File: config.mk
export PLATFORM = sky130hd
export DESIGN_NAME = orpsoc_flashrom_wb_reader
export DESIGN_NICKNAME = d
export VERILOG_FILES = /design/src/rtl/orpsoc_flashrom_wb_reader.sv
export SDC_FILE = /design/constraint.sdc
export NUM_CORES = 1
export LEC_CHECK = 0
export CAP_MARGIN = 25
export CORE_MARGIN = 2
export CORE_UTILIZATION = 44
export DETAILED_ROUTE_END_ITERATION = 7
export MAX_ROUTING_LAYER = met4
export PLACE_DENSITY_LB_ADDON = 0.05
export SYNTH_ARGS = -nofsm -noshare
export SYNTH_HDL_FRONTEND = slang
export SYNTH_SLANG_ARGS = --single-unit
File: constraint.sdc
create_clock -name wb_clk_i -period 2 [get_ports wb_clk_i]
set_clock_uncertainty 0.2 [all_clocks]
set_input_delay 0.6 -clock wb_clk_i [delete_from_list [all_inputs] [get_ports wb_clk_i]]
set_output_delay 0.6 -clock wb_clk_i [all_outputs]
set_load 0.01 [all_outputs]
File: src/rtl/orpsoc_flashrom_wb_reader.sv
// rtl/orpsoc_flashrom_wb_reader.sv - Wishbone word reader for the byte-wide UFROM with one-word cache
`timescale 1ns/1ps
module orpsoc_flashrom_wb_reader #(
    parameter int ROM_LAT  = 1,
    parameter bit CACHE_EN = 1'b1
) (
    input  logic        wb_clk_i,
    input  logic        wb_rst_n_i,
    input  logic [31:0] wb_adr_i,
    input  logic [31:0] wb_dat_i,
    input  logic [3:0]  wb_sel_i,
    input  logic        wb_we_i,
    input  logic        wb_cyc_i,
    input  logic        wb_stb_i,
    output logic [31:0] wb_dat_o,
    output logic        wb_ack_o,
    output logic        wb_err_o,
    output logic [6:0]  rom_addr_o,
    input  logic [7:0]  rom_dout_i
);

    localparam logic [1:0] LAT = 2'(ROM_LAT);

    typedef enum logic [1:0] {IDLE = 2'd0, FETCH = 2'd1, RESP = 2'd2} state_t;

    state_t      state, state_nxt;
    logic [1:0]  byte_idx, byte_idx_nxt;
    logic [1:0]  wait_cnt, wait_nxt;
    logic [23:0] partial, partial_nxt;
    logic [4:0]  tag, tag_nxt;
    logic [31:0] cache_word, cache_word_nxt;
    logic [4:0]  cache_tag, cache_tag_nxt;
    logic        cache_valid, cache_valid_nxt;
    logic [31:0] dat_nxt;
    logic        ack_nxt, err_nxt;
    logic [6:0]  addr_nxt;
    logic        active, req, hit, byte_done;
    logic        unused_bits;

    // Write data, byte selects and the upstream-decoded address bits play no part in a read.
    assign unused_bits = ^{wb_dat_i, wb_sel_i, wb_adr_i[31:7], wb_adr_i[1:0]};

    assign active    = wb_cyc_i & wb_stb_i;
    assign req       = active & ~wb_ack_o & ~wb_err_o;
    assign hit       = CACHE_EN && cache_valid && (cache_tag == wb_adr_i[6:2]);
    assign byte_done = (wait_cnt == LAT);

    // State register.
    always_ff @(posedge wb_clk_i or negedge wb_rst_n_i) begin
        if (!wb_rst_n_i) state <= IDLE;
        else             state <= state_nxt;
    end

    // Next state: misses enter FETCH, the final byte enters RESP, a dropped strobe abandons the fetch.
    always_comb begin
        state_nxt = state;
        case (state)
            IDLE:    if (req && !wb_we_i && !hit) state_nxt = FETCH;
            FETCH:   if (!active) state_nxt = IDLE;
                     else if (byte_done && byte_idx == 2'd3) state_nxt = RESP;
            RESP:    state_nxt = IDLE;
            default: state_nxt = IDLE;
        endcase
    end

    // Datapath next values; the ack is registered on the edge entering RESP, so RESP is the ack cycle.
    always_comb begin
        dat_nxt         = wb_dat_o;
        ack_nxt         = 1'b0;
        err_nxt         = 1'b0;
        addr_nxt        = rom_addr_o;
        byte_idx_nxt    = byte_idx;
        wait_nxt        = wait_cnt;
        partial_nxt     = partial;
        tag_nxt         = tag;
        cache_word_nxt  = cache_word;
        cache_tag_nxt   = cache_tag;
        cache_valid_nxt = cache_valid;
        case (state)
            IDLE: begin
                if (req) begin
                    if (wb_we_i) begin
                        err_nxt = 1'b1;
                    end else if (hit) begin
                        ack_nxt = 1'b1;
                        dat_nxt = cache_word;
                    end else begin
                        addr_nxt     = {wb_adr_i[6:2], 2'b00};
                        tag_nxt      = wb_adr_i[6:2];
                        byte_idx_nxt = 2'd0;
                        wait_nxt     = 2'd0;
                    end
                end
            end
            FETCH: begin
                if (active) begin
                    if (byte_done) begin
                        if (byte_idx == 2'd3) begin
                            dat_nxt = {partial, rom_dout_i};
                            ack_nxt = 1'b1;
                            if (CACHE_EN) begin
                                cache_word_nxt  = {partial, rom_dout_i};
                                cache_tag_nxt   = tag;
                                cache_valid_nxt = 1'b1;
                            end
                        end else begin
                            case (byte_idx)
                                2'd0:    partial_nxt[23:16] = rom_dout_i;
                                2'd1:    partial_nxt[15:8]  = rom_dout_i;
                                default: partial_nxt[7:0]   = rom_dout_i;
                            endcase
                            byte_idx_nxt = byte_idx + 2'd1;
                            addr_nxt     = rom_addr_o + 7'd1;
                            wait_nxt     = 2'd0;
                        end
                    end else begin
                        wait_nxt = wait_cnt + 2'd1;
                    end
                end
            end
            default: ;
        endcase
    end

    // Datapath, bus outputs and cache registers.
    always_ff @(posedge wb_clk_i or negedge wb_rst_n_i) begin
        if (!wb_rst_n_i) begin
            wb_dat_o    <= '0;
            wb_ack_o    <= 1'b0;
            wb_err_o    <= 1'b0;
            rom_addr_o  <= '0;
            byte_idx    <= '0;
            wait_cnt    <= '0;
            partial     <= '0;
            tag         <= '0;
            cache_word  <= '0;
            cache_tag   <= '0;
            cache_valid <= 1'b0;
        end else begin
            wb_dat_o    <= dat_nxt;
            wb_ack_o    <= ack_nxt;
            wb_err_o    <= err_nxt;
            rom_addr_o  <= addr_nxt;
            byte_idx    <= byte_idx_nxt;
            wait_cnt    <= wait_nxt;
            partial     <= partial_nxt;
            tag         <= tag_nxt;
            cache_word  <= cache_word_nxt;
            cache_tag   <= cache_tag_nxt;
            cache_valid <= cache_valid_nxt;
        end
    end

endmodule
# Word-level counts from Yosys, hierarchy flattened
# Index checks and enable logic that the tools add are counted.
totals:
  ff_bits: 114
  latchBits: 0
  ram_bits: 0
  mem_bits_ro: 0
  input_bits: 81
  output_inout_bits: 41
  wordCells: 100
  memories: 0
op_classes:
  add_sub_neg: 3
  n_mul: 0
  div: 0
  n_lt_le_gt_ge: 0
  eq_ne: 16
  n_shift: 0
  mux: 39
  bitwise: 9
  n_reduce_logical: 19
ops:
  columns: ["cell", "count"]
  rows:
  - ["$mux W32", 6]
  - ["$pmux W32 S2", 1]
  - ["$mux W7", 6]
  - ["$mux W2", 12]
  - ["$ne A2 B2 Y1 const B", 9]
  - ["$reduce_and A5 Y1", 3]
  - ["$pmux W7 S2", 1]
  - ["$reduce_and A7 Y1", 2]
  - ["$pmux W2 S2", 3]
  - ["$mux W1", 9]
  - ["$reduce_and A4 Y1", 2]
  - ["$add A7 B1 Y7 const B", 1]
  - ["$eq A2 B1 Y1 const B", 3]
  - ["$ne A3 B3 Y1 const B", 2]
  - ["$not A1 Y1", 6]
  - ["$reduce_and A6 Y1", 1]
  - ["$eq A5 B5 Y1", 1]
  - ["$add A2 B1 Y2 const B", 2]
  - ["$logic_and A1 B1 Y1", 4]
  - ["$logic_not A2 Y1", 2]
  - ["$and A1 B1 Y1", 3]
  - ["$eq A2 B2 Y1 const B", 1]
  - ["$logic_not A1 Y1", 2]
  - ["$pmux W1 S2", 1]
  - ["3 further kinds", 3]

# Logic depth before layout (Yosys ltp)
# Gate-level depths: netlist of the first run.
depth:
  ltp_word: 7
  depth_mapped: 7
  mapped_depth_nobuf: 6

# Least setup slack after synthesis of the first run
# OpenSTA, ideal clock, no wires.
synth_timing:
  path_kind: "register to register"
  from: "reg byte_idx[0]"
  to: "reg partial[15]"
  setup_time_ps: 128
  arrival_time_ps: 1748
  required_ps: 1672
  setup_slack_ps: -75
  path_stages_with_launch: 6
  n_path_buf: 0
  synth_period_minus_slack_ps: 2075
  cell_sequence: "dfrtp_1 ha_1 or3b_4 nor3_4 nand2_4 mux2_1"
synth_via:
  elab_chain_cells: 3
  word_cells_on_any_way: 4
  classes_between: "2 x eq/ne; 1 x bitwise; 1 x reduce/logical"
synth_rtl:
  columns: ["item", "line_no", "text"]
  rows:
  - ["start: declaration", "27", "logic [1:0] byte_idx, byte_idx_nxt;"]
  - ["start signal: assignment", "144", "byte_idx <= byte_idx_nxt;"]
  - ["$eq A2 B2 Y1", "98", "if (byte_idx == 2'd3) begin"]
  - ["$not A1 Y1 (no source line)", null, null]
  - ["$reduce_and A5 Y1 (no source line) (*)", null, null]
  - ["end signal: assignment", "146", "partial <= partial_nxt;"]
  - ["end: declaration", "29", "logic [23:0] partial, partial_nxt;"]
# Mark *: on every way between the ends. The rest lies on a longest branch, timed or not.
# A chain may end at the register's enable or synchronous reset.

# Final worst setup path of the first run
layout_timing:
  from: "reg cache_tag[0]"
  to: "reg wb_dat_o[30]"
layout_via:
  elab_chain_cells: 4
layout_rtl:
  columns: ["item", "line_no", "text"]
  rows:
  - ["start: declaration", "32", "logic [4:0] cache_tag, cache_tag_nxt;"]
  - ["start signal: assignment", "149", "cache_tag <= cache_tag_nxt;"]
  - ["$eq A5 B5 Y1", "45", "assign hit = CACHE_EN && cache_valid && (cache_tag == wb_adr_i[6:2]);"]
  - ["$logic_and A1 B1 Y1", "45", null]
  - ["$ne A2 B2 Y1 (no source line)", null, null]
  - ["$reduce_and A7 Y1 (no source line)", null, null]
  - ["end signal: assignment", "140", "wb_dat_o <= dat_nxt;"]
  - ["end: declaration", "15", "output logic [31:0] wb_dat_o,"]
# No other way between the ends.

==> key figures, run 1 <==
Cells and area
  • Filler cell count: 909
  • Design area: between 6000 and 7000 um2
  • Nets: 615
  • Ant. Diodes: 0
  • Fin cells: about 680
  • Share of cells above drive strength 1: 0.3771
  • Syn-to-layout area delta: 42.93%

Outcome
  • Status: finished with violations
  • Failing checks: negative setup slack

Route
  • Via count: between 3000 and 4000
  • DR iter-0 viols: 231
  • Drt drc: 0
  • Wirelength per Cell: 17.30 um
  • Final ANT Viol Nets: 0
  • DRT Pass-1 Iters: 4
  • Vias per cell: 5.301
  • Total wire length: around 12000 um

Synth
  • Sequential-to-total area share from yosys stat: 0.5917
  • Number of synthesized flops with an enable pin: 0
  • Top cells by area, synth: dfrtp_1 (59%), mux2_2 (15%), nand2_1 (5.8%)
  • Post-Syn Area: around 4800 um2
  • Prevailing post-synth register cell: dfrtp_1
  • Total nets after synthesis: 502
  • Synth warnings: 0
  • Yosys cell types: 37
  • Ys async rst share: 1.000
  • Synthesized flop and latch total: 114
  • Post-Syn Area per Cell: ~12 um2
  • Synth area leader: dfrtp_1
  • Post-synth top area share: 0.5917
  • Mapped Cells: 416

Critical path
  • Slowest cell on crit path: dfrtp_1
  • R2R Path End: wb_dat_o[30]
  • CP peak stage delay: 0.38 ns
  • Worst R2R Path Depth: 8
  • Crit path top cell by count: buf_6
  • Setup crit start kind: register
  • CP Class: register to register
  • Cell Chain, Critical Path: xnor2_1, nand4_1, buf_6, o31ai_4, buf_6, clkbuf_16, nor2_2, a31oi_1
  • Reg2reg start: cache_tag[0]
  • Crit path DAT: between 2 and 2.5 ns
  • Worst-path maximum fanout: 6
  • WP data required: 2.23 ns
  • Worst R2R Setup Slack: -0.008 ns
  • Critical path endpoint category: register

CTS
  • CTS tree: built
  • Worst-skew pair later-pin latency: 0.51 ns
  • Total CTS buffers: 17
  • CTS Buffer Depth: 2
  • Root buffer cell: clkbuf_8
  • Clock sink total: between 100 and 150
  • Register clock-pin slew on the reported worst setup and hold paths: 0.05 ns
  • Htree depth: 4

Floorplanning
  • Die Y: between 100 and 150 um
  • Rows: 38
  • Die Area: around 12000 um2
  • Initial core utilization: 0.4486
  • Die Wd: 108.7 um
  • Boundary Pins: 122
  • Core Area: 10750 um2

Global routing
  • Largest net degree at the start of global routing: 52
  • Number of global-route vias before repair: roughly 3600
  • Met2 Use GR: 0.3406
  • Global route overflow: 0
  • GR Util met3: 0.04842
  • Met1 GRT Util: 0.2705
  • Global-route wire length before repair: 18160 um
  • Busiest grt layer: met2
  • Global-route usage over all layers: 0.2128
  • Initial antenna violation count: 0

Power and ir drop
  • Total Power: 6.327 mW
  • Power Density: slightly above 900 nW/um2
  • Peak VDD IR: 0.0004709 V
  • P_leak: 3.257 nW

Worst hold path
  • Tightest Hold Check Type: input pin to asynchronous set/reset pin

Placement
  • PortBufs: 58
  • Post-DP Area: 5751 um2
  • Placed Instances: 619
  • Post-DP HPWL: 6947 um
  • RePlAce Congestion: 0.9158
  • Post-Place Setup Slack: -0.7131 ns

STA
  • RSZ-0062 raised after global routing: true
  • Setup Viol. Count Final: 1
  • Worst Slack Setup Final: -0.008104 ns
  • Setup_tns: -0.008104 ns
  • Fin. Hold Viols: 0
  • Fin. max-slew vios: 0
  • Final min period: 2.008 ns
  • Pin slew with the least headroom to its limit: around 0.48 ns
  • Max Fclk: about 500 MHz
  • Slew margin rel.: 0.6797
  • Final period util: 1.004

Job
  • # Max-Cap Violations: 0
## where the power goes
| group | switching, mW | total, mW | internal, mW |
|---|---|---|---|
| registers | 0.0807 | 2.51 | 2.43 |
| clock network | 1.01 | 3.24 | 2.23 |
| logic | 0.297 | 0.583 | 0.286 |
## final cells by class
class / instances / area, um2 / share of cell area
Clock buffer: 20 / 455.4 / 0.06610
Clock inverter: 11 / 182.7 / 0.02651
Inverter: 5 / 18.77 / 0.002724
Multi-Input combinational cell: 275 / 2031 / 0.2947
Sequential cell: 114 / 2854 / 0.4142
Tap cell: 140 / 175.2 / 0.02542
Timing Repair Buffer: 116 / 1174 / 0.1703
## cell families after synthesis
logic type                 count (synthesis)  share of synthesized area
and+or+nand+nor                          139                     0.1267
DFF                                      114                     0.5917
muxes                                     66                     0.1542
AOI/OAI and AO/OA                         60                    0.07916
buffers and inverters                     27                    0.02622
xor gates and xnor gates                   5                   0.009083
adders and majority gates                  5                    0.01298
## cell usage in the layout (no fill, tap or decap), types with 2 or more instances in the layout
master and n:
buf_12 6, nor2_4 10, a2bb2oi_1 4, nand2_1 73, inv_1 5, a31oi_1 32
and3_1 4, bufinv_16 5, nor2_1 18, nand3_1 4, a21oi_1 6, clkbuf_2 8
buf_4 39, clkinv_2 5, buf_16 2, buf_6 5, buf_8 3, o22a_1 2
mux2_2 65, clkdlybuf4s15_1 31, ha_1 4, clkbuf_8 4, o31ai_4 2, nand2_8 2
nor2_2 14, nand2b_1 2, xnor2_1 5, clkbuf_16 19, o21ai_0 6, clkdlybuf4s50_1 9
dfrtp_1 113, dlygate4sd2_1 9
## how the worst max path moves through the flow
stage | cells after the start | slack, ns | from | to
after floorplan | 5 | -0.04 | byte_idx[0] | partial[15]
after global placement | 7 | -0.65 | wb_adr_i[2] | wb_dat_o[14]
after detailed placement | 7 | -0.71 | wb_adr_i[2] | wb_dat_o[12]
after CTS | 6 | -0.06 | byte_idx[0] | partial[15]
after global routing | 8 | -0.11 | cache_tag[0] | wb_dat_o[30]
final | 8 | -0.008 | cache_tag[0] | wb_dat_o[30]
## per-stage QoR
stage	util	hold slack, ns
2_1_floorplan	-	0.1044
3_3_place_gp	0.5352	0.2090
3_5_place_dp	0.5352	0.2097
4_1_cts	0.6124	0.2173
5_1_grt	0.6412	0.2255
6_report	0.6412	0.2319
## what timing repair did
action	CTS	global route
resized for setup	74	79
endpoints found under the hold margin	114	0
hold buffers	1	0
setup buffers	13	10
pin swaps	8	7
cloned	3	5
setup endpoints to repair	134	86
## flip-flops by register name, indices dropped and copies added, names as in the netlist
signal / count
cache_valid: 1
cache_tag: 5
rom_addr_o: 7
state: 2
partial: 24
wb_err_o: 1
tag: 5
wb_ack_o: 1
byte_idx: 2
cache_word: 32
wb_dat_o: 32
wait_cnt: 2
## routing by layer
layer  vias to the layer above  routed length [um]
met2                        52                5777
li1                       1678                   -
met5                         -                   0
met1                      1866                5562
met3                        14                 325
met4                         0                 119
## critical path: cells and delay by family, from the launching register on
| family | cells | cell delay [ns] |
|---|---|---|
| DFF | 1 | 0.38 |
| buffers and inverters | 3 | 0.55 |
| xor gates and xnor gates | 1 | 0.18 |
| and+or+nand+nor | 2 | 0.17 |
| AOI/OAI and AO/OA | 2 | 0.44 |
## Yosys cell counts, types with 2 or more instances
cell type / number
a21oi_1: 7
a2bb2oi_1: 4
a31oi_1: 33
and3_1: 4
buf_2: 8
buf_4: 4
clkbuf_1: 10
dfrtp_1: 114
ha_1: 5
inv_1: 5
mux2_2: 65
nand2_1: 74
nand2_4: 2
nand2b_1: 2
nand3_1: 4
nor2_1: 42
nor2b_1: 2
o21ai_0: 6
o22a_1: 2
o31ai_1: 2
xnor2_1: 5
(Power assumes the default switching activity.)
==> inputs of run 2 (changes only) <==
--- a/config.mk
+++ b/config.mk
@@ -8,6 +8,7 @@
 export CAP_MARGIN = 25
 export CORE_MARGIN = 2
 export CORE_UTILIZATION = 44
+export CTS_CLUSTER_SIZE = 8
 export DETAILED_ROUTE_END_ITERATION = 7
 export MAX_ROUTING_LAYER = met4
 export PLACE_DENSITY_LB_ADDON = 0.05
==> constraint.sdc (replaced) <==
create_clock -name wb_clk_i -period 2 [get_ports wb_clk_i]
set_clock_uncertainty 0.2 [all_clocks]
set_input_delay 0.6 -clock wb_clk_i [delete_from_list [all_inputs] [get_ports wb_clk_i]]
set_output_delay 0.6 -clock wb_clk_i [all_outputs]
set_load 0.1 [all_outputs]
==> run 2 against run 1 <==
The flow still finishes with violations (negative setup slack). Largest power group unchanged. Wire length increased by 1.2%. Core utilization up 0.78 points. Sequential share of layout area down 0.35 points. Worst setup slack got worse by 0.010 ns.
==> key figures, run 2 (synthesized netlist as in run 1, its figures left out) <==
Critical path
  • Setup crit start kind: register (unchanged)
  • Worst-path maximum fanout: 8 (was 6)
  • WP data required: 2.20 ns (was 2.23 ns)
  • R2R Path End: partial[15] (was wb_dat_o[30])
  • Worst R2R Setup Slack: -0.02 ns (was -0.008 ns)
  • Crit path DAT: 2.22 ns (was 2.24 ns)
  • Critical path endpoint category: register (unchanged)
  • Worst R2R Path Depth: 5 (was 8)
  • CP Class: register to register (unchanged)
  • Reg2reg start: byte_idx[0] (was cache_tag[0])

Route
  • Total wire length: 11920 um (was 11780 um)
  • Drt drc: 0 (unchanged)
  • Max layer used: met4 (unchanged)
  • DRT Pass-1 Iters: 5 (was 4)
  • Metal3 WL: 499 um (was 325 um)
  • Via count: 3578 (was 3610)
  • Post-Route M1 WL: 5401 um (was 5562 um)
  • Wirelength per Cell: 17.87 um (was 17.30 um)
  • Vias per cell: 5.364 (was 5.301)
  • Final ANT Viol Nets: 0 (unchanged)
  • DR iter-0 viols: 219 (was 231)
  • WL met2: 5900 um (was 5777 um)

Power and ir drop
  • Reg power frac: 0.413 (was 0.396)
  • Switching portion of total power: 0.2800 (was 0.2195)
  • Comb pwr share: 0.162 (was 0.092)
  • Peak VDD IR: 0.0005940 V (was 0.0004709 V)
  • Clock network fraction of total power: 0.425 (was 0.512)
  • Power Density: 887.8 nW/um2 (was 918.3 nW/um2)
  • Internal cell power: 4.458 mW (was 4.939 mW)
  • Sw power: 1.734 mW (was 1.389 mW)
  • P_leak: 3.215 nW (was 3.257 nW)

Placement
  • Placed Instances: 621 (was 619)
  • RePlAce Congestion: 0.8750 (was 0.9158)
  • Post-DP HPWL: 7215 um (was 6947 um)
  • Post-DP Area: 6200 um2 (was 5751 um2)
  • Post-Place Setup Slack: -0.6413 ns (was -0.7131 ns)
  • PortBufs: 58 (unchanged)

Cells and area
  • Most frequent cells in the layout: dfrtp_1 (107), nand2_1 (72), mux2_2 (65), buf_12 (50), nor2_1 (42) (was dfrtp_1 (113), nand2_1 (73), mux2_2 (65), buf_4 (39), a31oi_1 (32))
  • Most common cell after layout, fill and taps aside: dfrtp_1 (unchanged)
  • Register area: 2864 um2 (was 2854 um2)
  • Final core occ: 0.6490 (was 0.6412)
  • Nets: 601 (was 615)
  • Biggest regs: cache_word: 32 flops, wb_dat_o: 32 flops, partial: 24 flops (unchanged)
  • Share of cells above drive strength 1: 0.3928 (was 0.3771)
  • Syn-to-layout area delta: 44.67% (was 42.93%)
  • Ant. Diodes: 0 (unchanged)
  • Fin cells: 667 (was 681)
  • Design area: 6974 um2 (was 6890 um2)
  • Filler cell count: 846 (was 909)
  • Multi-input gate area: 1949 um2 (was 2031 um2)

Global routing
  • Number of global-route vias before repair: 3740 (was 3552)
  • Global-route usage over all layers: 0.2314 (was 0.2128)
  • Initial antenna violation count: 0 (unchanged)
  • Global route overflow: 0 (unchanged)
  • Largest net degree at the start of global routing: 47 (was 52)
  • Global-route wire length before repair: 19680 um (was 18160 um)

Worst hold path
  • Tightest Hold Check Type: input pin to asynchronous set/reset pin (unchanged)

Job
  • # Max-Cap Violations: 0 (unchanged)

CTS
  • Htree depth: 4 (unchanged)
  • CTS tree: built (unchanged)
  • Total CTS buffers: 17 (unchanged)
  • CTS Buffer Depth: 2 (unchanged)
  • Worst-skew pair later-pin latency: 0.51 ns (about the same)
  • Clock sink total: 114 (unchanged)
  • Register clock-pin slew on the reported worst setup and hold paths: 0.05 ns (about the same)
  • Root buffer cell: clkbuf_8 (unchanged)

STA
  • Worst Slack Setup Final: -0.01814 ns (was -0.008104 ns)
  • RSZ-0062 raised after global routing: true (unchanged)
  • Setup Viol. Count Final: 9 (was 1)
  • Fin. Hold Viols: 0 (unchanged)
  • Final period util: 1.009 (was 1.004)
  • Pin slew with the least headroom to its limit: 0.3183 ns (was 0.4805 ns)
  • Max Fclk: 495.5 MHz (was 498.0 MHz)
  • Final min period: 2.018 ns (was 2.008 ns)
  • Slew margin rel.: 0.7871 (was 0.6797)
  • Fin. max-slew vios: 0 (unchanged)

Floorplanning
  • Boundary Pins: 122 (unchanged)
  • Initial core utilization: 0.4486 (unchanged)
  • Die Wd: 108.7 um (unchanged)
  • Die Area: 11810 um2 (unchanged)
  • Rows: 38 (unchanged)
  • Die Y: 108.7 um (unchanged)
  • Core Area: 10750 um2 (unchanged)

Outcome
  • Failing checks: negative setup slack (unchanged)
  • Status: finished with violations (unchanged)
-- run 2: cell types whose count changed in the layout (fill, tap and decap cells not counted), sizes merged --
cell,change
clkdlybuf4s15,-31
clkbuf,-5
clkinv,-1
bufinv,-5
dlygate4sd2,-2
buf,+30
-- run 2: layout make-up --
class,instances,share of cell area
Tap cell,140,0.02512
Timing Repair Buffer,102,0.2081
Inverter,5,0.002691
Multi-Input combinational cell,275,0.2795
Sequential cell,114,0.4107
Clock buffer,26,0.06997
Clock inverter,5,0.003947
-- run 2: critical path, stage by stage (launching register included) --
cell and delay [ns]:
dfrtp_1 0.38, ha_2 0.19, or3b_4 0.40, nor3_4 0.26
nand2_4 0.16, mux2_4 0.32
-- run 2: worst max path at each step --
stage                           start             to
after floorplan           byte_idx[0]    partial[15]
after global placement    wb_adr_i[2]   wb_dat_o[14]
after detailed placement     wb_cyc_i  rom_addr_o[1]
after CTS                 byte_idx[0]    partial[17]
after global routing      byte_idx[0]    partial[15]
final                     byte_idx[0]    partial[15]
-- run 2: metal layers --
layer	up-vias	GRT usage
li1	1645	-
met1	1811	0.3064
met2	109	0.3536
met3	13	0.05798
met4	0	0.07234
met5	-	-
-- run 2: metrics by stage --
| step | hold WS [ns] | power [mW] | setup TNS [ns] |
|---|---|---|---|
| 5_1_grt | 0.2564 | 6.426 | -1.230 |
| 4_1_cts | 0.2557 | 6.205 | -0.3384 |
| 6_report | 0.2687 | 6.192 | -0.07059 |
| 2_1_floorplan | 0.1044 | 3.109 | -0.06427 |
| 3_5_place_dp | 0.2572 | 3.570 | -62.12 |
| 3_3_place_gp | 0.2549 | 3.553 | -62.25 |
-- run 2: power by group through the flow --
| stage | registers, mW | clock network (mW) | logic, mW |
|---|---|---|---|
| floorplan | 2.89 | 0 | 0.224 |
| global placement | 2.58 | 0 | 0.969 |
| detailed placement | 2.59 | 0 | 0.980 |
| CTS | 2.55 | 2.66 | 0.995 |
| global route | 2.57 | 2.79 | 1.07 |
| finish | 2.56 | 2.63 | 1.00 |
-- run 2: timing repair --
action	CTS	global route
pin swaps	9	4
resized for setup	26	15
hold endpoints to repair	87	0
cloned	4	0
buffers inserted	11	3
hold buffers	1	0
endpoints found under the setup margin	104	59
